===== src/rtl/memory_ctrl.sv =====
// Word memory with a valid/ready request port, 1- or 2-cycle read pipeline and a
// hardware clear engine. Define MEMORY_CTRL_PARITY_EN to add per-word even parity.
`ifndef WORD_SIZE
`define WORD_SIZE 8
`endif
`ifndef ADDR_SIZE
`define ADDR_SIZE 4
`endif

module memory_ctrl #(
  parameter int WORD_SIZE    = `WORD_SIZE,
  parameter int ADDR_SIZE    = `ADDR_SIZE,
  parameter int READ_LATENCY = 1
) (
  input  logic                 clk,
  input  logic                 rst_n,
  input  logic                 req_valid,
  output logic                 req_ready,
  input  logic                 req_write,
  input  logic [ADDR_SIZE-1:0] req_addr,
  input  logic [WORD_SIZE-1:0] req_wdata,
  output logic                 rsp_valid,
  output logic [WORD_SIZE-1:0] rsp_data,
  input  logic                 clear_req,
  output logic                 busy
`ifdef MEMORY_CTRL_PARITY_EN
  ,
  input  logic                 inj_parity_err,
  output logic                 parity_err
`endif
);

  localparam int DEPTH = 2 ** ADDR_SIZE;
  localparam logic [ADDR_SIZE-1:0] MAX_ADDR = '1;
`ifdef MEMORY_CTRL_PARITY_EN
  localparam int MEM_W = WORD_SIZE + 1;
`else
  localparam int MEM_W = WORD_SIZE;
`endif

  if (READ_LATENCY != 1 && READ_LATENCY != 2) begin : g_bad_latency
    $error("memory_ctrl: READ_LATENCY must be 1 or 2");
  end

  typedef enum logic {CLEAR, READY} state_t;

  state_t                 state;
  logic [ADDR_SIZE-1:0]   clr_cnt;
  logic [MEM_W-1:0]       mem [DEPTH];
  logic                   accept;
  logic                   rd_accept;
  logic [MEM_W-1:0]       wr_word;
  logic                   src_vld;
  logic [MEM_W-1:0]       src_word;

  assign accept    = req_valid && req_ready;
  assign rd_accept = accept && !req_write;

  // Stored parity bit is even parity of the data, optionally inverted to inject an error.
  always_comb begin
`ifdef MEMORY_CTRL_PARITY_EN
    wr_word = {(^req_wdata) ^ inj_parity_err, req_wdata};
`else
    wr_word = req_wdata;
`endif
  end

  always_ff @(posedge clk or negedge rst_n) begin
    if (!rst_n) begin
      state     <= CLEAR;
      clr_cnt   <= '0;
      req_ready <= 1'b0;
      busy      <= 1'b1;
    end else begin
      case (state)
        CLEAR: begin
          if (clr_cnt == MAX_ADDR) begin
            state     <= READY;
            req_ready <= 1'b1;
            busy      <= 1'b0;
          end else begin
            clr_cnt <= clr_cnt + 1'b1;
          end
        end
        READY: begin
          if (clear_req) begin
            state     <= CLEAR;
            clr_cnt   <= '0;
            req_ready <= 1'b0;
            busy      <= 1'b1;
          end
        end
        default: state <= CLEAR;
      endcase
    end
  end

  // A write accepted alongside clear_req still lands; the clear starts on the next edge.
  always_ff @(posedge clk) begin
    if (state == CLEAR) begin
      mem[clr_cnt] <= '0;
    end else if (accept && req_write) begin
      mem[req_addr] <= wr_word;
    end
  end

  if (READ_LATENCY == 2) begin : g_lat2
    logic             vld_p0;
    logic [MEM_W-1:0] word_p0;

    // Stage p0: array sampled at the accept edge
    always_ff @(posedge clk or negedge rst_n) begin
      if (!rst_n) vld_p0 <= 1'b0;
      else        vld_p0 <= rd_accept;
    end

    always_ff @(posedge clk) begin
      if (rd_accept) word_p0 <= mem[req_addr];
    end

    assign src_vld  = vld_p0;
    assign src_word = word_p0;
  end else begin : g_lat1
    assign src_vld  = rd_accept;
    assign src_word = mem[req_addr];
  end

  // Output stage: rsp_data holds between pulses
  always_ff @(posedge clk or negedge rst_n) begin
    if (!rst_n) begin
      rsp_valid <= 1'b0;
      rsp_data  <= '0;
    end else begin
      rsp_valid <= src_vld;
      if (src_vld) rsp_data <= src_word[WORD_SIZE-1:0];
    end
  end

`ifdef MEMORY_CTRL_PARITY_EN
  always_ff @(posedge clk or negedge rst_n) begin
    if (!rst_n) parity_err <= 1'b0;
    else        parity_err <= src_vld && (^src_word);
  end
`endif

endmodule


===== config.mk =====
export PLATFORM = sky130hd
export DESIGN_NAME = memory_ctrl
export DESIGN_NICKNAME = d
export VERILOG_FILES = /design/src/rtl/memory_ctrl.sv
export SDC_FILE = /design/constraint.sdc
export NUM_CORES = 1
export LEC_CHECK = 0
export ABC_AREA = 1
export CELL_PAD_IN_SITES_DETAIL_PLACEMENT = 1
export CELL_PAD_IN_SITES_GLOBAL_PLACEMENT = 2
export CORE_ASPECT_RATIO = 0.7
export CORE_MARGIN = 10
export CORE_UTILIZATION = 40
export CTS_CLUSTER_DIAMETER = 40
export DETAILED_ROUTE_END_ITERATION = 8
export GPL_TIMING_DRIVEN = 0
export PLACE_DENSITY = 0.76
export SKIP_CTS_REPAIR_TIMING = 1
export SLEW_MARGIN = 20
export SYNTH_ARGS = -nofsm -noshare
export SYNTH_HDL_FRONTEND = slang
export SYNTH_SLANG_ARGS = --single-unit

===== constraint.sdc =====
create_clock -name clk -period 2.2 [get_ports clk]
set_input_delay 0.44 -clock clk [delete_from_list [all_inputs] [get_ports clk]]
set_output_delay 0.44 -clock clk [all_outputs]
set_load 0.05 [all_outputs]

---- Word-level counts from Yosys, hierarchy flattened ----
Memories as Yosys holds them, arrays and structs flattened. A register that Yosys moved wholly into a read port is not among the register bits.
Index checks and enable logic that the tools add are counted.
operators by class
  add/sub/neg operators ................... 1
  eq/ne operators ......................... 4
  multiplexer cells ....................... 19
  bitwise logic cells ..................... 1
  reductions and logical operators ........ 8
operators by type and width
  kind                                          number
  two-way mux 4 bit                             3
  two-way mux 1 bit                             11
  two-way mux 8 bit                             1
  one-hot mux 4 bit (2 select lines)            1
  OR reduction 8 bit                            1
  inequality test 2 bit, second input constant  3
  one-hot mux 1 bit (2 select lines)            3
  adder 4 x 1 -> 4 bit, second input constant   1
  equality test 4 bit, second input constant    1
  AND reduction 2 bit                           2
  logical AND 1 bit                             3
  logical NOT 1 bit                             2
  NOT 1 bit                                     1
word-level totals
  register bits ........................... 8
  memory bits (writable) .................. 128
  bits of input ports ..................... 17
  logic and storage cells ................. 39
  memories ................................ 1
memories
  name  depth  width  read ports  clocked after Yosys merged registers in  write ports  line  source
  mem   16     8      1           1                                        1            49    logic [MEM_W-1:0] mem [DEPTH];

---- Logic depth before layout (Yosys ltp) ----
Gate-level depths: netlist of run 1.
  depth after elaboration ................. 7
  mapped depth ............................ 10
  mapped depth without buffers ............ 9

---- Worst setup path after synthesis of run 1 ----
Ideal clock, no wire load.
  path kind ............................... register -> register
  from .................................... register req_ready
  to ...................................... memory mem[0][0] in the netlist's numbering (enable)
  data arrival time ....................... 1.767 ns
  data required time ...................... 1.830 ns
  slack ................................... 0.063 ns
  cell stages (with the launch flop) ...... 7
  path buffers ............................ 0
  clock period less this slack ............ 2.137 ns
  path through ............................ dfrtp_1 nand3_1 nor2_4 nand2_1 o21ai_2 nand2_1 nor3b_2
between the ends
  longest elaborated chain between the ends .. 7
  elaborated cells on any way between the ends .. 8
  those cells by class .................... mux (5); reduce/logical (3)
ends and longest elaborated chain
  element                                                           line  source
  start: declaration                                                18    output logic req_ready,
  start signal: assignment                                          72    req_ready <= 1'b0;
  start signal: assignment                                          79    req_ready <= 1'b1;
  start signal: assignment                                          89    req_ready <= 1'b0;
  logical AND 1 bit *                                               56    assign accept = req_valid && req_ready;
  logical AND 1 bit *                                               102   end else if (accept && req_write) begin
  two-way mux 1 bit *                                               102
  two-way mux 1 bit *                                               100   if (state == CLEAR) begin
  two-way mux 1 bit (not written as such) *                         103   mem[req_addr] <= wr_word;
  OR reduction 8 bit (no line)                                      --
  two-way mux 4 bit (no line) or two-way mux 1 bit (tied branches)  --
  end: declaration                                                  49
Every way passes the cells marked *; elsewhere a longest branch is shown, timed or not.

---- Worst setup path in the final report of run 1 ----
  from .................................... input port req_addr[0]
  to ...................................... memory mem[1][5] in the netlist's numbering (enable)
between the ends
  longest elaborated chain between the ends .. 1
ends and longest elaborated chain
  element                      line  source
  start: declaration           20    input logic [ADDR_SIZE-1:0] req_addr,
  two-way mux 4 bit (no line)  --
No other way between the ends.

==> flow_summary.json, run 1 <==
{
  "outcome": "complete, but fails checks",
  "failed_checks": "negative setup slack",
  "clock_tree.htree_level_count": 4,
  "detail_route.iter0.violations": 308,
  "final.setup.worst_slack_ns": -0.120,
  "netlist_instances": 551,
  "grt_start_max_net_pins": 17,
  "critPathKind": "primary input to register",
  "fp.coreArea_mm2": 0.0148,
  "power_density_mw_per_mm2": 1180,
  "grt_pass1_vias": 4424,
  "postRouteWirelength_um": 17900,
  "timing.max_cap.violations": 0,
  "chipHeight_um": 123,
  "max_freq_mhz": 431,
  "initial_core_util_pct": 40.9,
  "power_leakage_uw": 0.00288,
  "insertion_delay_ns": 0.43,
  "synth_area_mm2": 0.00604,
  "final-hold-violation-count": 0,
  "worst_ep_arrival_time_ns": 2.37,
  "final_cells": 808,
  "post-route-cell-area_mm2": 0.00736,
  "final_cell_mix": "sky130_fd_sc_hd__nand2_1, sky130_fd_sc_hd__edfxtp_1, sky130_fd_sc_hd__nand3_1, sky130_fd_sc_hd__clkdlybuf4s50_1, sky130_fd_sc_hd__inv_1",
  "timing_worst_slew_pin_value_ns": 1.01,
  "crit_required_ns": 2.25,
  "synth-seq-area-share_pct": 70.3,
  "core.rowCount": 37,
  "power_uw": 8700,
  "min_path_type": "primary input to register",
  "first_pass_grt_wire_length_um": 26800,
  "ioPinCount": 28,
  "syn_to_final_growth_pct": 21.8,
  "root_buffer": "sky130_fd_sc_hd__clkbuf_16",
  "routabilityCongestion": 0.818,
  "grt_remaining_overflow": 0,
  "grt_setup_unrepaired": "yes",
  "die_area_mm2": 0.0205,
  "floorplan.die.width_um": 167,
  "dpl_cell_area_mm2": 0.00656,
  "syn_nets": 569,
  "drcViolationCount": 0,
  "clkSlewWorstSetupHoldPaths_ns": 0.06,
  "final-setup-viol-count": 47,
  "dp_hpwl_um": 12400,
  "globalRouteTotalUtil_pct": 17.8,
  "fin_nets": 617,
  "drive_above_1_share_pct": 15.4,
  "numCtsBuffers": 17,
  "synthesis_stage_register_bit_count": 144,
  "route.vias.total": 4265,
  "postSynthAreaPerCell_um2": 11.0,
  "routedWlPerCell_um": 22.2,
  "final_antenna_net_count": 0,
  "placedCellCount": 771,
  "grt_antenna_before_repair": 0,
  "cp-end-kind": "register",
  "mostFrequentLayoutCell": "sky130_fd_sc_hd__nand2_1",
  "final.period_utilization_pct": 105,
  "number_of_max_slew_violations_in_the_final_report": 0,
  "final_period_minus_worst_setup_slack_ns": 2.32,
  "worst_clock_skew_ns": 0.0121,
  "startpoint_type": "primary input",
  "worst_slew_margin_rel_pct": 32.5,
  "cts.sinks": 144,
  "holdWs_ns": 0.426,
  "reg2reg_setup_slack_ns": -0.03,
  "drt-pass1-iter-count": 5,
  "routed_via_density": 5.28,
  "max-vdd-ir-drop_mv": 0.655,
  "critical_path_peak_fanout": 10,
  "post-place-ws_ns": -0.702,
  "max-clock-path-buffers": 2,
  "yosys_warnings": 0,
  "cts_tree": "yes",
  "post_synth_num_cell_types": 29,
  "numPortBuffers": 24
}
-- metal layers --
layer	wire length [um]	track usage, %	up-vias
met5	0	0	-
met4	153	4.87	0
met3	1050	5.21	14
met2	8160	27.3	78
met1	8540	24.1	2196
li1	-	-	1977
-- state kept, by name (all words and copies together) (netlist names) --
| register | flops |
|---|---|
| state | 1 |
| mem | 128 |
| rsp_valid | 1 |
| req_ready | 1 |
| clr_cnt | 4 |
| busy | 1 |
| rsp_data | 8 |
-- cells in the mapped netlist (all sizes together) --
master  number  area (um^2)
buf         23          138
nand2      212          798
clkinv       1         3.75
o21ai        6         41.3
clkbuf       2         7.51
dfrtp       15          375
dfstp        1         26.3
ha           1         12.5
nor3b        2         25.0
nand4        2         18.8
a31oi        1         6.26
a21oi        2         13.8
nor2        28          115
edfxtp     128         3840
inv         21         78.8
nand3      105          531
o31ai        1         7.51
-- final cells by class --
class	instances	area, um^2
Buffer	25	145
Tap cell	195	244
Sequential cell	144	4250
Clock inverter	15	206
Antenna cell	1	2.50
Clock buffer	17	425
Timing Repair Buffer	29	338
Inverter	22	82.6
Fill cell	1567	7410
Multi-Input combinational cell	360	1670
-- metrics by stage --
step	TNS [ns]	util (%)
finish	-3.72	49.8
floorplan	0	-
global route	-11.19	49.8
CTS	-15.22	48.7
global placement	-131.92	44.2
detailed placement	-99.40	44.4
-- cell families after synthesis --
group | Yosys count | share of synthesized area [%]
adder cells (fa/ha/maj) | 1 | 0.207
AO/OA/AOI/OAI | 10 | 1.14
AND/OR/NAND/NOR | 349 | 24.6
buffers and inverters | 47 | 3.77
flip-flops | 144 | 70.3
-- where the power goes --
group / internal, uW / switching, uW
Clock: 1910 / 1180
Combinational: 562 / 1350
Sequential: 3490 / 201
-- critical path: stages --
cell	delay [ns]
sky130_fd_sc_hd__clkdlybuf4s50_1	0.51
sky130_fd_sc_hd__buf_4	0.26
sky130_fd_sc_hd__o21ai_1	0.19
sky130_fd_sc_hd__inv_1	0.14
sky130_fd_sc_hd__nand2_1	0.16
sky130_fd_sc_hd__nor3b_2	0.67
-- final timing paths --
path	start	to	depth (start not counted)
max in group asynchronous	rst_n	rsp_valid	1
min	req_addr[3]	rsp_data[6]	5
min in group asynchronous	rst_n	rsp_data[4]	1
max	req_addr[0]	mem[1][5]	6
max reg2reg	state	mem[2][7]	5
min reg2reg	rsp_data[1]	rsp_data[1]	2
Note: power is estimated with default switching activity, not from simulation.
==> run 2: changes to the inputs <==
--- a/config.mk
+++ b/config.mk
@@ -15,6 +15,7 @@
 export DETAILED_ROUTE_END_ITERATION = 8
 export GPL_TIMING_DRIVEN = 0
 export PLACE_DENSITY = 0.76
+export RECOVER_POWER = 100
 export SKIP_CTS_REPAIR_TIMING = 1
 export SLEW_MARGIN = 20
 export SYNTH_ARGS = -nofsm -noshare
==> run 2 against run 1 <==
Die area stayed put. Sequential share of layout area increased by 0.13 points. The flow still finishes with violations (negative setup slack). Largest cell class unchanged. Flip-flop and latch count unchanged. Non-clock buffer count unchanged. Count of clock-buffer cells in the layout is the same. Routed wire length grew 0.13%. Via count about the same. Global-route usage unchanged.
==> flow_summary.json, run 2 (synthesized netlist as in run 1, its figures left out) <==
{
  "outcome": "complete, but fails checks",
  "failed_checks": "negative setup slack",
  "crit_required_ns": 2.25,
  "insertion_delay_ns": 0.43,
  "ioPinCount": 28,
  "startpoint_type": "primary input",
  "numCtsBuffers": 17,
  "grt_remaining_overflow": 0,
  "worst_slew_margin_rel_pct": 32.5,
  "largest_register_ff_count": 128,
  "comb_power_share_pct": 21.9,
  "holdWs_ns": 0.427,
  "cts.sinks": 144,
  "final.setup.worst_slack_ns": -0.124,
  "timing.max_cap.violations": 0,
  "final_antenna_net_count": 0,
  "final-setup-viol-count": 48,
  "power_report.internal_total_uw": 5960,
  "final_cell_mix": "sky130_fd_sc_hd__nand2_1, sky130_fd_sc_hd__edfxtp_1, sky130_fd_sc_hd__nand3_1, sky130_fd_sc_hd__clkdlybuf4s50_1, sky130_fd_sc_hd__inv_1",
  "grt_start_max_net_pins": 17,
  "drcViolationCount": 0,
  "numPortBuffers": 24,
  "critPathKind": "primary input to register",
  "grt_antenna_before_repair": 0,
  "grt_setup_unrepaired": "yes",
  "sw_frac_of_total_pct": 31.4,
  "max_freq_mhz": 430,
  "power_uw": 8690,
  "dp_hpwl_um": 12400,
  "root_buffer": "sky130_fd_sc_hd__clkbuf_16",
  "power_density_mw_per_mm2": 1180,
  "postRouteWirelength_um": 17900,
  "clock_power_share_pct": 35.6,
  "globalRouteTotalUtil_pct": 17.8,
  "first_pass_grt_wire_length_um": 26800,
  "final.period_utilization_pct": 106,
  "route.vias.total": 4268,
  "chipHeight_um": 123,
  "crit_chain": "clkdlybuf4s50_1 -> buf_4 -> o21ai_1 -> inv_1 -> nand2_1 -> nor3b_2",
  "die_area_mm2": 0.0205,
  "mostFrequentLayoutCell": "sky130_fd_sc_hd__nand2_1",
  "min_path_type": "primary input to register",
  "clkSlewWorstSetupHoldPaths_ns": 0.06,
  "power_leakage_uw": 0.00288,
  "worst_path_max_delay_cell": "sky130_fd_sc_hd__nor3b_2",
  "max-clock-path-buffers": 2,
  "critical_path_peak_fanout": 10,
  "grt_pass1_vias": 4424,
  "number_of_max_slew_violations_in_the_final_report": 0,
  "p_seq_share_pct": 42.5,
  "final-hold-violation-count": 0,
  "routed_via_density": 5.28,
  "max-vdd-ir-drop_mv": 0.654,
  "cpPeakStageDelay_ns": 0.68,
  "worst_clock_skew_ns": 0.0103,
  "syn_to_final_growth_pct": 21.5,
  "cp-end-kind": "register",
  "layout_fillers": 1568,
  "final_period_minus_worst_setup_slack_ns": 2.32,
  "drive_above_1_share_pct": 15.0,
  "timing_worst_slew_pin_value_ns": 1.01,
  "routabilityCongestion": 0.818,
  "largest_registers": "mem x128, rsp_data x8, clr_cnt x4",
  "fin_nets": 617,
  "routedWlPerCell_um": 22.2,
  "fp.coreArea_mm2": 0.0148,
  "worst_ep_arrival_time_ns": 2.38,
  "power.net_switching_uw": 2730,
  "regMostFlops": "mem",
  "drt-pass1-iter-count": 5,
  "post-place-ws_ns": -0.702,
  "clock_tree.htree_level_count": 4,
  "initial_core_util_pct": 40.9,
  "detail_route.iter0.violations": 306,
  "cts_tree": "yes",
  "core.rowCount": 37,
  "floorplan.die.width_um": 167
}
[run 2: area by class of cell]
cell class,instances,area (um^2),share of cell area [%]
Clock buffer,17,425,5.79
Timing Repair Buffer,29,328,4.46
Multi-Input combinational cell,360,1660,22.7
Clock inverter,15,206,2.81
Buffer,25,145,1.98
Tap cell,195,244,3.32
Antenna cell,1,2.50,0.0341
Inverter,22,82.6,1.12
Sequential cell,144,4250,57.8
[run 2: final timing paths]
check                      slack (ns)        start  cells past startpoint          end
max in group asynchronous        1.11        rst_n                      1    rsp_valid
max reg2reg                     -0.02        state                      5    mem[2][7]
min reg2reg                      0.48  rsp_data[1]                      2  rsp_data[1]
min                              0.43  req_addr[3]                      5  rsp_data[6]
max                             -0.12  req_addr[0]                      6    mem[1][1]
min in group asynchronous        0.56        rst_n                      1  rsp_data[4]
[run 2: per-stage QoR]
| stage | cells | setup TNS (ns) | cell area [um^2] | util (%) |
|---|---|---|---|---|
| 6_report | 808 | -3.94 | 7340 | 49.7 |
| 5_1_grt | 807 | -11.06 | 7340 | 49.7 |
| 4_1_cts | 803 | -15.22 | 7190 | 48.7 |
| 3_5_place_dp | 771 | -99.40 | 6560 | 44.4 |
| 3_3_place_gp | 770 | -131.92 | 6530 | 44.2 |
| 2_1_floorplan | 551 | 0 | 6040 | - |
[run 2: critical path, delay by kind of cell]
| kind | cells | cell delay [ns] |
|---|---|---|
| AO/OA/AOI/OAI | 1 | 0.19 |
| buffers and inverters | 3 | 0.91 |
| AND/OR/NAND/NOR | 2 | 0.84 |
[run 2: power by group through the flow]
stage	combinational, uW	sequential [uW]	clock [uW]
after global routing	2080	3740	3260
final	1910	3690	3090
after global placement	1630	3720	0
after CTS	1680	3700	3110
after detailed placement	1680	3750	0
after floorplan	829	3960	0
[run 2: per-layer routing]
metal,GRT usage (%),vias up,wire [um]
li1,-,1977,-
met1,24.1,2188,8600
met2,27.3,87,8140
met3,5.21,16,1010
met4,4.87,0,171
met5,0,-,0
==> run 3: changes to the inputs <==
--- a/config.mk
+++ b/config.mk
@@ -5,16 +5,15 @@
 export SDC_FILE = /design/constraint.sdc
 export NUM_CORES = 1
 export LEC_CHECK = 0
-export ABC_AREA = 1
 export CELL_PAD_IN_SITES_DETAIL_PLACEMENT = 1
 export CELL_PAD_IN_SITES_GLOBAL_PLACEMENT = 2
 export CORE_ASPECT_RATIO = 0.7
 export CORE_MARGIN = 10
-export CORE_UTILIZATION = 40
+export CORE_UTILIZATION = 46
 export CTS_CLUSTER_DIAMETER = 40
 export DETAILED_ROUTE_END_ITERATION = 8
 export GPL_TIMING_DRIVEN = 0
-export PLACE_DENSITY = 0.76
+export PLACE_DENSITY = 0.77
 export RECOVER_POWER = 100
 export SKIP_CTS_REPAIR_TIMING = 1
 export SLEW_MARGIN = 20
==> run 3 against run 2 <==
The run still ends with negative setup slack left. Flip-flop and latch count did not move. Design area fell by 5.1%. First-iteration DRC count fell by 17%. Global-route usage fell by 1.1 points. Sequential power rose by 5%. Fmax rose by 1.7%. Core utilization rose by 6.8 points. Via count fell by 28%. Final cell count fell by 35%.
==> flow_summary.json, run 3 <==
{
  "outcome": "complete, but fails checks",
  "failed_checks": "negative setup slack",
  "postSynthAreaPerCell_um2": 18.8,
  "drcViolationCount": 0,
  "initial_core_util_pct": 46.8,
  "final_period_minus_worst_setup_slack_ns": 2.28,
  "final.period_utilization_pct": 104,
  "detail_route.iter0.violations": 255,
  "insertion_delay_ns": 0.42,
  "first_pass_grt_wire_length_um": 21300,
  "fin_nets": 367,
  "largest_register_ff_count": 128,
  "final_cells": 524,
  "ys_top_cells_by_count": "sky130_fd_sc_hd__edfxtp_1, sky130_fd_sc_hd__mux4_2, sky130_fd_sc_hd__nor2_1",
  "cpPeakStageDelay_ns": 0.61,
  "root_buffer": "sky130_fd_sc_hd__clkbuf_16",
  "yosysTopAreaCellShare_pct": 66.6,
  "most_numerous_cell_in_the_yosys_netlist": "sky130_fd_sc_hd__edfxtp_1",
  "clock_power_share_pct": 35.7,
  "placedCellCount": 492,
  "synth-edff-count": 128,
  "comb_power_share_pct": 21.7,
  "cp.buffers_inverters": 3,
  "cp-end-kind": "register",
  "critical_path_peak_fanout": 10,
  "final_cell_mix": "sky130_fd_sc_hd__edfxtp_1, sky130_fd_sc_hd__mux4_2, sky130_fd_sc_hd__mux2i_1, sky130_fd_sc_hd__clkbuf_16, sky130_fd_sc_hd__nand2_1",
  "ioPinCount": 28,
  "worst_slew_margin_rel_pct": 32.5,
  "grt_pass1_vias": 3296,
  "numCtsBuffers": 17,
  "max-clock-path-buffers": 2,
  "power.net_switching_uw": 2710,
  "timing.max_cap.violations": 0,
  "fp.coreArea_mm2": 0.0123,
  "synth-main-ff-cell": "sky130_fd_sc_hd__edfxtp_1",
  "number_of_max_slew_violations_in_the_final_report": 0,
  "worst_clock_skew_ns": 0.00734,
  "p_seq_share_pct": 42.6,
  "async_flop_share_pct": 11.1,
  "min_path_type": "register to register",
  "final-setup-viol-count": 56,
  "power_report.internal_total_uw": 6390,
  "antennaDiodeCount": 0,
  "power_leakage_uw": 0.00237,
  "dp_hpwl_um": 9070,
  "numPortBuffers": 24,
  "worst_path_max_delay_cell": "sky130_fd_sc_hd__a31oi_1",
  "syn_to_final_growth_pct": 20.8,
  "max-vdd-ir-drop_mv": 0.620,
  "synth-seq-area-share_pct": 73.6,
  "core.rowCount": 34,
  "final_antenna_net_count": 0,
  "final.setup.worst_slack_ns": -0.0838,
  "postLayoutCoreUtil_pct": 56.5,
  "route.vias.total": 3094,
  "sw_frac_of_total_pct": 29.8,
  "mostFrequentLayoutCell": "sky130_fd_sc_hd__edfxtp_1",
  "largest_registers": "mem x128, rsp_data x8, clr_cnt x4",
  "critPathKind": "primary input to register",
  "grt_start_max_net_pins": 17,
  "syn_nets": 324,
  "drive_above_1_share_pct": 23.2,
  "post_synth_num_cell_types": 37,
  "routedWlPerCell_um": 27.3,
  "drt-pass1-iter-count": 4,
  "final-hold-violation-count": 0,
  "routed_via_density": 5.90,
  "max_freq_mhz": 438,
  "globalRouteTotalUtil_pct": 16.7,
  "power_density_mw_per_mm2": 1310,
  "yosys_warnings": 0,
  "netlist_instances": 306,
  "routabilityCongestion": 0.756,
  "synth_largest_area_cell": "sky130_fd_sc_hd__edfxtp_1",
  "crit_chain": "buf_2 -> clkbuf_1 -> inv_1 -> a31oi_1 -> nor2_2",
  "startpoint_type": "primary input",
  "grt_remaining_overflow": 0,
  "synthesis_stage_register_bit_count": 144,
  "grt_antenna_before_repair": 0,
  "regMostFlops": "mem",
  "die_area_mm2": 0.0175,
  "cpLargestDelayFamily": "buffers and inverters",
  "cts_tree": "yes",
  "clkSlewWorstSetupHoldPaths_ns": 0.06,
  "grt_setup_unrepaired": "yes",
  "worst_ep_arrival_time_ns": 2.38,
  "clock_tree.htree_level_count": 4,
  "cts.sinks": 144,
  "crit_required_ns": 2.30,
  "synth_area_mm2": 0.00577,
  "postRouteWirelength_um": 14300,
  "synth_top_cells_by_area": "sky130_fd_sc_hd__edfxtp_1, sky130_fd_sc_hd__mux4_2, sky130_fd_sc_hd__dfrtp_1",
  "floorplan.die.width_um": 154,
  "timing_worst_slew_pin_value_ns": 1.01,
  "chipHeight_um": 114
}
## run 3: power groups by stage
| stage | Sequential (uW) | Clock, uW | Combinational [uW] |
|---|---|---|---|
| after floorplan | 4160 | 0 | 898 |
| after global placement | 3890 | 0 | 1790 |
| after detailed placement | 3940 | 0 | 1850 |
| after CTS | 3900 | 3280 | 1850 |
| after global routing | 3940 | 3410 | 2110 |
| final | 3880 | 3250 | 1970 |
## run 3: cell type report
cell class,instances,area [um^2]
fill,1112,5370
sequential,144,4250
timing repair buffer,24,234
multi-input combinational,141,1500
buffer,15,100
tap,162,203
inverter,6,22.5
clock inverter,15,239
clock buffer,17,425
## run 3: metrics by stage
stage | setup TNS [ns] | total power (uW) | worst slack, ns | hold WS [ns] | area [um^2]
6_report | -2.53 | 9110 | -0.0838 | 0.489 | 6970
5_1_grt | -8.97 | 9470 | -0.185 | 0.539 | 6970
4_1_cts | -40.83 | 9040 | -0.525 | 0.498 | 6880
3_5_place_dp | -137.07 | 5780 | -0.970 | 0.484 | 6210
2_1_floorplan | 0 | 5060 | 0.0691 | 0.144 | 5770
3_3_place_gp | -114.66 | 5680 | -0.888 | 0.472 | 6210
## run 3: worst paths after layout
| path | cells past startpoint | end | slack (ns) | startpoint |
|---|---|---|---|---|
| worst max-delay path | 5 | mem[12][6] | -0.08 | req_addr[1] |
| worst min-delay path | 2 | rsp_data[4] | 0.49 | rsp_data[4] |
| worst max register to register | 4 | mem[4][0] | 0 | req_ready |
| worst min register to register | 2 | rsp_data[4] | 0.49 | rsp_data[4] |
| max in group asynchronous | 1 | rsp_data[5] | 0.94 | rst_n |
| min in group asynchronous | 1 | clr_cnt[1] | 0.64 | rst_n |
## run 3: worst min-delay path, stage by stage (launching register included)
cell	delay, ns
sky130_fd_sc_hd__dfrtp_1	0.35
sky130_fd_sc_hd__nand2_1	0.05
sky130_fd_sc_hd__nand3_1	0.06
## run 3: cell families after synthesis
kind of cell / synth area share (%)
flip-flops: 73.6
AND/OR/NAND/NOR: 5.21
multiplexers: 15.5
AO/OA/AOI/OAI: 3.25
buffers and inverters: 2.10
XOR/XNOR: 0.152
adder cells (fa/ha/maj): 0.217
## run 3: routing by layer
layer | part of all wire, % | vias up | global-route usage [%]
li1 | - | 1324 | -
met1 | 47 | 1672 | 23.2
met2 | 46 | 78 | 24.5
met3 | 5.6 | 20 | 5.11
met4 | 1.4 | 0 | 5.52
met5 | 0 | - | 0
